**src/rtl/tt_um_accelshark_psg_regfile.sv**
```systemverilog
// SharkPSG control register file. Takes a nybble-serial host bus, writes words into a
// shadow bank, and copies the whole shadow bank to the live bank on a single edge.
module psg_reg_slot #(
  parameter int DATA_W = 8,
  parameter int SHADOW = 1
) (
  input  logic              clk,
  input  logic              rst,
  input  logic              wr,
  input  logic              commit,
  input  logic [DATA_W-1:0] word,
  output logic [DATA_W-1:0] live
);
  if (SHADOW != 0) begin : g_shadow
    logic [DATA_W-1:0] shadow;
    always_ff @(posedge clk) begin
      if (rst) begin
        shadow <= '0;
        live   <= '0;
      end else begin
        if (wr) shadow <= word;
        // A word landing on the commit edge goes straight into the copy.
        if (commit) live <= wr ? word : shadow;
      end
    end
  end else begin : g_direct
    logic unused_commit;
    assign unused_commit = commit;
    always_ff @(posedge clk) begin
      if (rst)     live <= '0;
      else if (wr) live <= word;
    end
  end
endmodule

module tt_um_accelshark_psg_regfile #(
  parameter int NREGS    = 8,
  parameter int DATA_W   = 8,
  parameter int ADDR_NYB = 1,
  parameter int SHADOW   = 1,
  parameter int AUTO_INC = 1
) (
  input  logic                    clk,
  input  logic                    rst,
  input  logic                    ena,
  input  logic                    strobe,
  input  logic                    address,
  input  logic [3:0]              da,
  input  logic                    commit,
  output logic [NREGS*DATA_W-1:0] regs,
  output logic [DATA_W-1:0]       rd_data,
  output logic [4*ADDR_NYB-1:0]   cur_addr,
  output logic                    wr_done,
  output logic                    wr_err,
  output logic                    dirty
);
  localparam int DNYB = DATA_W / 4;
  localparam int AW   = 4 * ADDR_NYB;
  localparam int CW   = (DNYB > 1) ? $clog2(DNYB) : 1;

  logic [AW-1:0]     addr_q, addr_shift;
  logic [DATA_W-1:0] asm_q, word;
  logic [CW-1:0]     cnt;
  logic              stb_addr, stb_data, word_done, commit_eff, in_range, at_last;
  logic [31:0]       addr_ext;
  logic [NREGS-1:0][DATA_W-1:0] live;

  assign stb_addr   = ena & strobe & address;
  assign stb_data   = ena & strobe & ~address;
  assign word_done  = stb_data & (cnt == CW'(DNYB - 1));
  assign commit_eff = ena & commit & (SHADOW != 0);
  assign addr_ext   = {{(32-AW){1'b0}}, addr_q};
  assign in_range   = addr_ext < 32'(NREGS);
  assign at_last    = addr_ext >= 32'(NREGS - 1);

  if (DNYB == 1) begin : g_word1
    assign word = da;
  end else begin : g_wordn
    assign word = {asm_q[DATA_W-5:0], da};
  end

  if (ADDR_NYB == 1) begin : g_addr1
    assign addr_shift = da;
  end else begin : g_addrn
    assign addr_shift = {addr_q[AW-5:0], da};
  end

  always_ff @(posedge clk) begin
    if (rst) begin
      addr_q  <= '0;
      asm_q   <= '0;
      cnt     <= '0;
      wr_done <= 1'b0;
      wr_err  <= 1'b0;
      dirty   <= 1'b0;
    end else begin
      wr_done <= word_done;
      wr_err  <= word_done & ~in_range;
      if (stb_addr) begin
        addr_q <= addr_shift;
        cnt    <= '0;
      end else if (stb_data) begin
        if (word_done) begin
          cnt <= '0;
          if (AUTO_INC != 0) addr_q <= at_last ? '0 : addr_q + 1'b1;
        end else begin
          asm_q <= word;
          cnt   <= cnt + 1'b1;
        end
      end
      if (commit_eff)                  dirty <= 1'b0;
      else if (word_done && in_range)  dirty <= (SHADOW != 0);
    end
  end

  for (genvar i = 0; i < NREGS; i++) begin : g_slot
    psg_reg_slot #(.DATA_W(DATA_W), .SHADOW(SHADOW)) u_slot (
      .clk   (clk),
      .rst   (rst),
      .wr    (word_done & (addr_q == AW'(i))),
      .commit(commit_eff),
      .word  (word),
      .live  (live[i])
    );
    assign regs[i*DATA_W +: DATA_W] = live[i];
  end

  // Matching any slot implies the address is in range, so no separate bound check.
  always_comb begin
    rd_data = '0;
    for (int i = 0; i < NREGS; i++)
      if (addr_q == AW'(i)) rd_data = live[i];
  end

  assign cur_addr = addr_q;
endmodule

```
**config.mk**
```make
export PLATFORM = sky130hd
export DESIGN_NAME = tt_um_accelshark_psg_regfile
export DESIGN_NICKNAME = d
export VERILOG_FILES = /design/src/rtl/tt_um_accelshark_psg_regfile.sv
export SDC_FILE = /design/constraint.sdc
export NUM_CORES = 1
export LEC_CHECK = 0
export ABC_CLOCK_PERIOD_IN_PS = 3540
export CAP_MARGIN = 20
export CORE_ASPECT_RATIO = 1.4
export CORE_UTILIZATION = 45
export CTS_CLUSTER_DIAMETER = 150
export DETAILED_ROUTE_END_ITERATION = 8
export PLACE_DENSITY = 0.76
export SLEW_MARGIN = 30
export SYNTH_ARGS = -nofsm -noshare
export SYNTH_HDL_FRONTEND = slang
export SYNTH_SLANG_ARGS = --single-unit
```
**constraint.sdc**
```tcl
create_clock -name clk -period 3.54 [get_ports clk]
set_clock_uncertainty 0.1 [all_clocks]
set_input_delay 0.531 -clock clk [delete_from_list [all_inputs] [get_ports clk]]
set_output_delay 0.531 -clock clk [all_outputs]
set_load 0.05 [all_outputs]
```
==> impl_metrics.yaml <==
drt:
  wirelength_um: 16500
  detail_route.drc_violations: 7
  drt_first_iter_violations: 461
  wl_per_cell_um: 20.1
  detailedRoute.firstPassIterationCount: 9
  drtAntennaViolNets: 0
  route.vias.total: 4808
  detail_route.vias_per_cell: 5.86
floorplanning:
  floorplan.die_area_um2: 13400
  num_rows: 48
  dieHeight_um: 137
  initial_utilization_pct: 46.6
  core_um2: 12500
  die-width_um: 98.1
  design.portCount: 89
pwr:
  total_leakage_power_uw: 0.00274
  p_clk_share_pct: 44.2
  power.switching_fraction_pct: 27.8
  combPwrFrac_pct: 14.2
  peakVddDrop_v: 0.000296
  switching_component_of_the_power_uw: 1130
  internal_power_uw: 2920
  power_frac_seq_pct: 41.6
  cellPowerDensity_nw_per_um2: 556
placement:
  globalplace.congestion: 0.893
  port_buffers: 88
  dpl.hpwl_um: 11200
clock_network:
  cts.reportedPaths.clkPinSlew_ns: 0.06
  clock_tree_from_tritoncts: "done"
  post-cts-setup-buffer-count: 0
  cts_buffer_depth: 2
  htree_levels: 4
  cts_made_buffers: 17
  insertion_delay_ns: 0.42
  cts.sinks: 140
  cts-root-buf: "clkbuf_16"
setup_path:
  critical-path-max-stage-delay_ns: 0.47
  cp_delay_by_family_top: "compound AO/OA/AOI/OAI gates"
  cp_num_buf_inv: 2
  critPathKind: "flop to output port"
  worst-endpoint-required_ns: 2.91
  timing.critical_path.to_type: "output port"
  timing.critical_path.fanout_max: 12
  timing.critical_path.cells: "inv_1, ha_1, nor2b_2, a221oi_1, o32a_1, o21ai_1, buf_12"
  arrival_ns: 2.77
  slowest_stage: "nor2b_2"
  timing.critical_path.from_type: "flop"
global_routing:
  first_pass_grt_wire_length_um: 25300
  grt_start_max_net_pins: 130
  gr-usage-all-layers_pct: 25.2
  via_count_of_the_first_global_routing_pass: 4501
  antenna_found_initial: 0
  globalRouteOverflowTotal: 0
sta:
  tns_ns: 0
  fmax_mhz: 294
  setup_violations: 0
  timing.final.crit_share_pct: 96.1
  hold_violations: 0
  finalCriticalPeriod_ns: 3.40
  slew_at_the_pin_closest_to_its_max_slew_limit_ns: 0.758
  timing.final.max_slew_violations: 0
  rsz0062_at_grt: "false"
  max-slew-margin-rel_pct: 49.5
  worst_hold_slack_ns: 0.388
layout:
  fill_cells: 1082
  area_growth_syn_to_layout_pct: 24.9
  layout.cells.most_common: "dfxtp_1"
  final_net_count: 672
  mostFrequentLayoutCells: "140 x dfxtp_1, 139 x nor2_1, 79 x clkdlybuf4s50_1, 68 x mux2i_1, 68 x a211oi_1"
  final_core_util_pct: 58.2
  final_layout_size_suffix_gt1_share_pct: 9.09
  antenna_cells_inserted: 0
yosys:
  synth_instances: 606
  mappedNetlistArea_um2: 5820
  syn_nets: 620
  number_of_warnings_issued_by_yosys: 0
  synth-seq-area-share_pct: 48.1
  synth_cell_type_count: 36
  avgSynthCellArea_um2: 9.61
  postSynthRegisterBits: 140
run:
  cap_violations: 0
worst_hold_path:
  timing.hold.worst.class: "flop to flop"
status:
  violations_in_the_final_reports: "DRC"
  outcome: "complete, but fails checks"
==> tightest hold or removal path, stage by stage, from the launching register on <==
cell and delay, ns:
dfxtp_1 0.31, nor2_1 0.09, nor3_1 0.04
==> state kept, by name (all words and copies together) (netlist names) <==
name                           count
cnt                                1
dirty                              1
g_slot.u_slot.g_shadow.shadow     64
wr_err                             1
cur_addr                           4
g_slot.u_slot.live                64
asm_q                              4
wr_done                            1
==> final timing paths <==
| path | startpoint | endpoint | slack, ns | cells past startpoint |
|---|---|---|---|---|
| worst min-delay path | dirty$_SDFFE_PP0P_ | dirty$_SDFFE_PP0P_ | 0.39 | 2 |
| worst max-delay path | cur_addr[0]$_SDFFE_PP0P_ | rd_data[0] | 0.14 | 7 |
| worst min register to register | dirty$_SDFFE_PP0P_ | dirty$_SDFFE_PP0P_ | 0.39 | 2 |
| worst max register to register | cur_addr[0]$_SDFFE_PP0P_ | g_slot[2].u_slot.live[3]$_SDFFE_PP0P_ | 1.33 | 5 |
==> power groups by stage <==
stage | logic, µW | registers [µW] | clock network (µW)
floorplan | 234 | 1840 | 0
detailed placement | 569 | 1720 | 0
global placement | 561 | 1720 | 0
finish | 573 | 1680 | 1790
CTS | 573 | 1680 | 1810
global route | 603 | 1690 | 1880
==> cell usage after synthesis <==
cell type,n,area [µm²]
and3_1,1,6.26
nor3_1,2,10.0
nand3_4,1,17.5
nand2b_1,1,6.26
nand2_1,3,11.3
o41a_1,8,90.1
and4b_1,1,10.0
a21oi_1,26,130
nor3_2,1,10.0
nor2_4,1,11.3
o21ai_0,1,5.00
ha_1,4,50.1
nor2b_1,26,163
a221oi_1,10,87.6
buf_4,1,7.51
nor4_1,9,56.3
nand3_2,3,30.0
buf_2,6,30.0
buf_12,4,80.1
o311a_1,1,10.0
mux2i_1,68,681
buf_6,9,101
or2_2,1,6.26
and2_1,4,25.0
and2b_1,1,7.51
clkbuf_1,35,131
nand4b_1,1,8.76
o32a_1,8,80.1
inv_1,3,11.3
dfxtp_1,140,2800
nor2_1,139,522
a211oi_1,68,510
and3_4,4,45.0
o21ai_1,8,40.0
buf_1,6,22.5
or3_1,1,6.26
==> logic make-up (layout without fill, tap and decap cells) <==
group | Yosys count | after routing | synth area share [%]
AOI/OAI and AO/OA | 130 | 130 | 16.4
adders and majority gates | 4 | 4 | 0.860
buffers and inverters | 64 | 129 | 6.60
DFF | 140 | 140 | 48.1
muxes | 68 | 68 | 11.7
and+or+nand+nor | 200 | 200 | 16.4
==> per-stage QoR <==
step | std cells | power, µW | setup WS (ns) | instance area, µm²
3_3_place_gp | 789 | 2280 | 0.533 | 6670
2_1_floorplan | 606 | 2070 | 0.227 | 5820
5_1_grt | 821 | 4170 | 0.0233 | 7280
6_report | 821 | 4050 | 0.137 | 7280
4_1_cts | 821 | 4070 | 0.189 | 7280
3_5_place_dp | 789 | 2290 | 0.442 | 6670
==> timing repair <==
item | 4_1_cts | 5_1_grt
endpoints found under the setup margin | 1 | 0
hold buffers | 0 | 0
resized for setup | 1 | 0
==> final cells by class <==
| class | count | area [µm²] | share of cell area (%) |
|---|---|---|---|
| timing repair buffer | 94 | 1030 | 14.1 |
| sequential | 140 | 2800 | 38.5 |
| inverter | 3 | 11.3 | 0.155 |
| multi-input combinational | 402 | 2640 | 36.3 |
| tap | 150 | 188 | 2.58 |
| clock buffer | 20 | 467 | 6.41 |
| clock inverter | 12 | 135 | 1.86 |
==> layer usage <==
metal	vias up	GRT usage [%]	part of all wire, %
met5	-	0	0
met4	0	11.7	2.8
met3	32	4.80	5.4
met2	185	43.1	51
met1	2334	30.6	41
li1	2257	-	-
(Power assumes the default switching activity.)
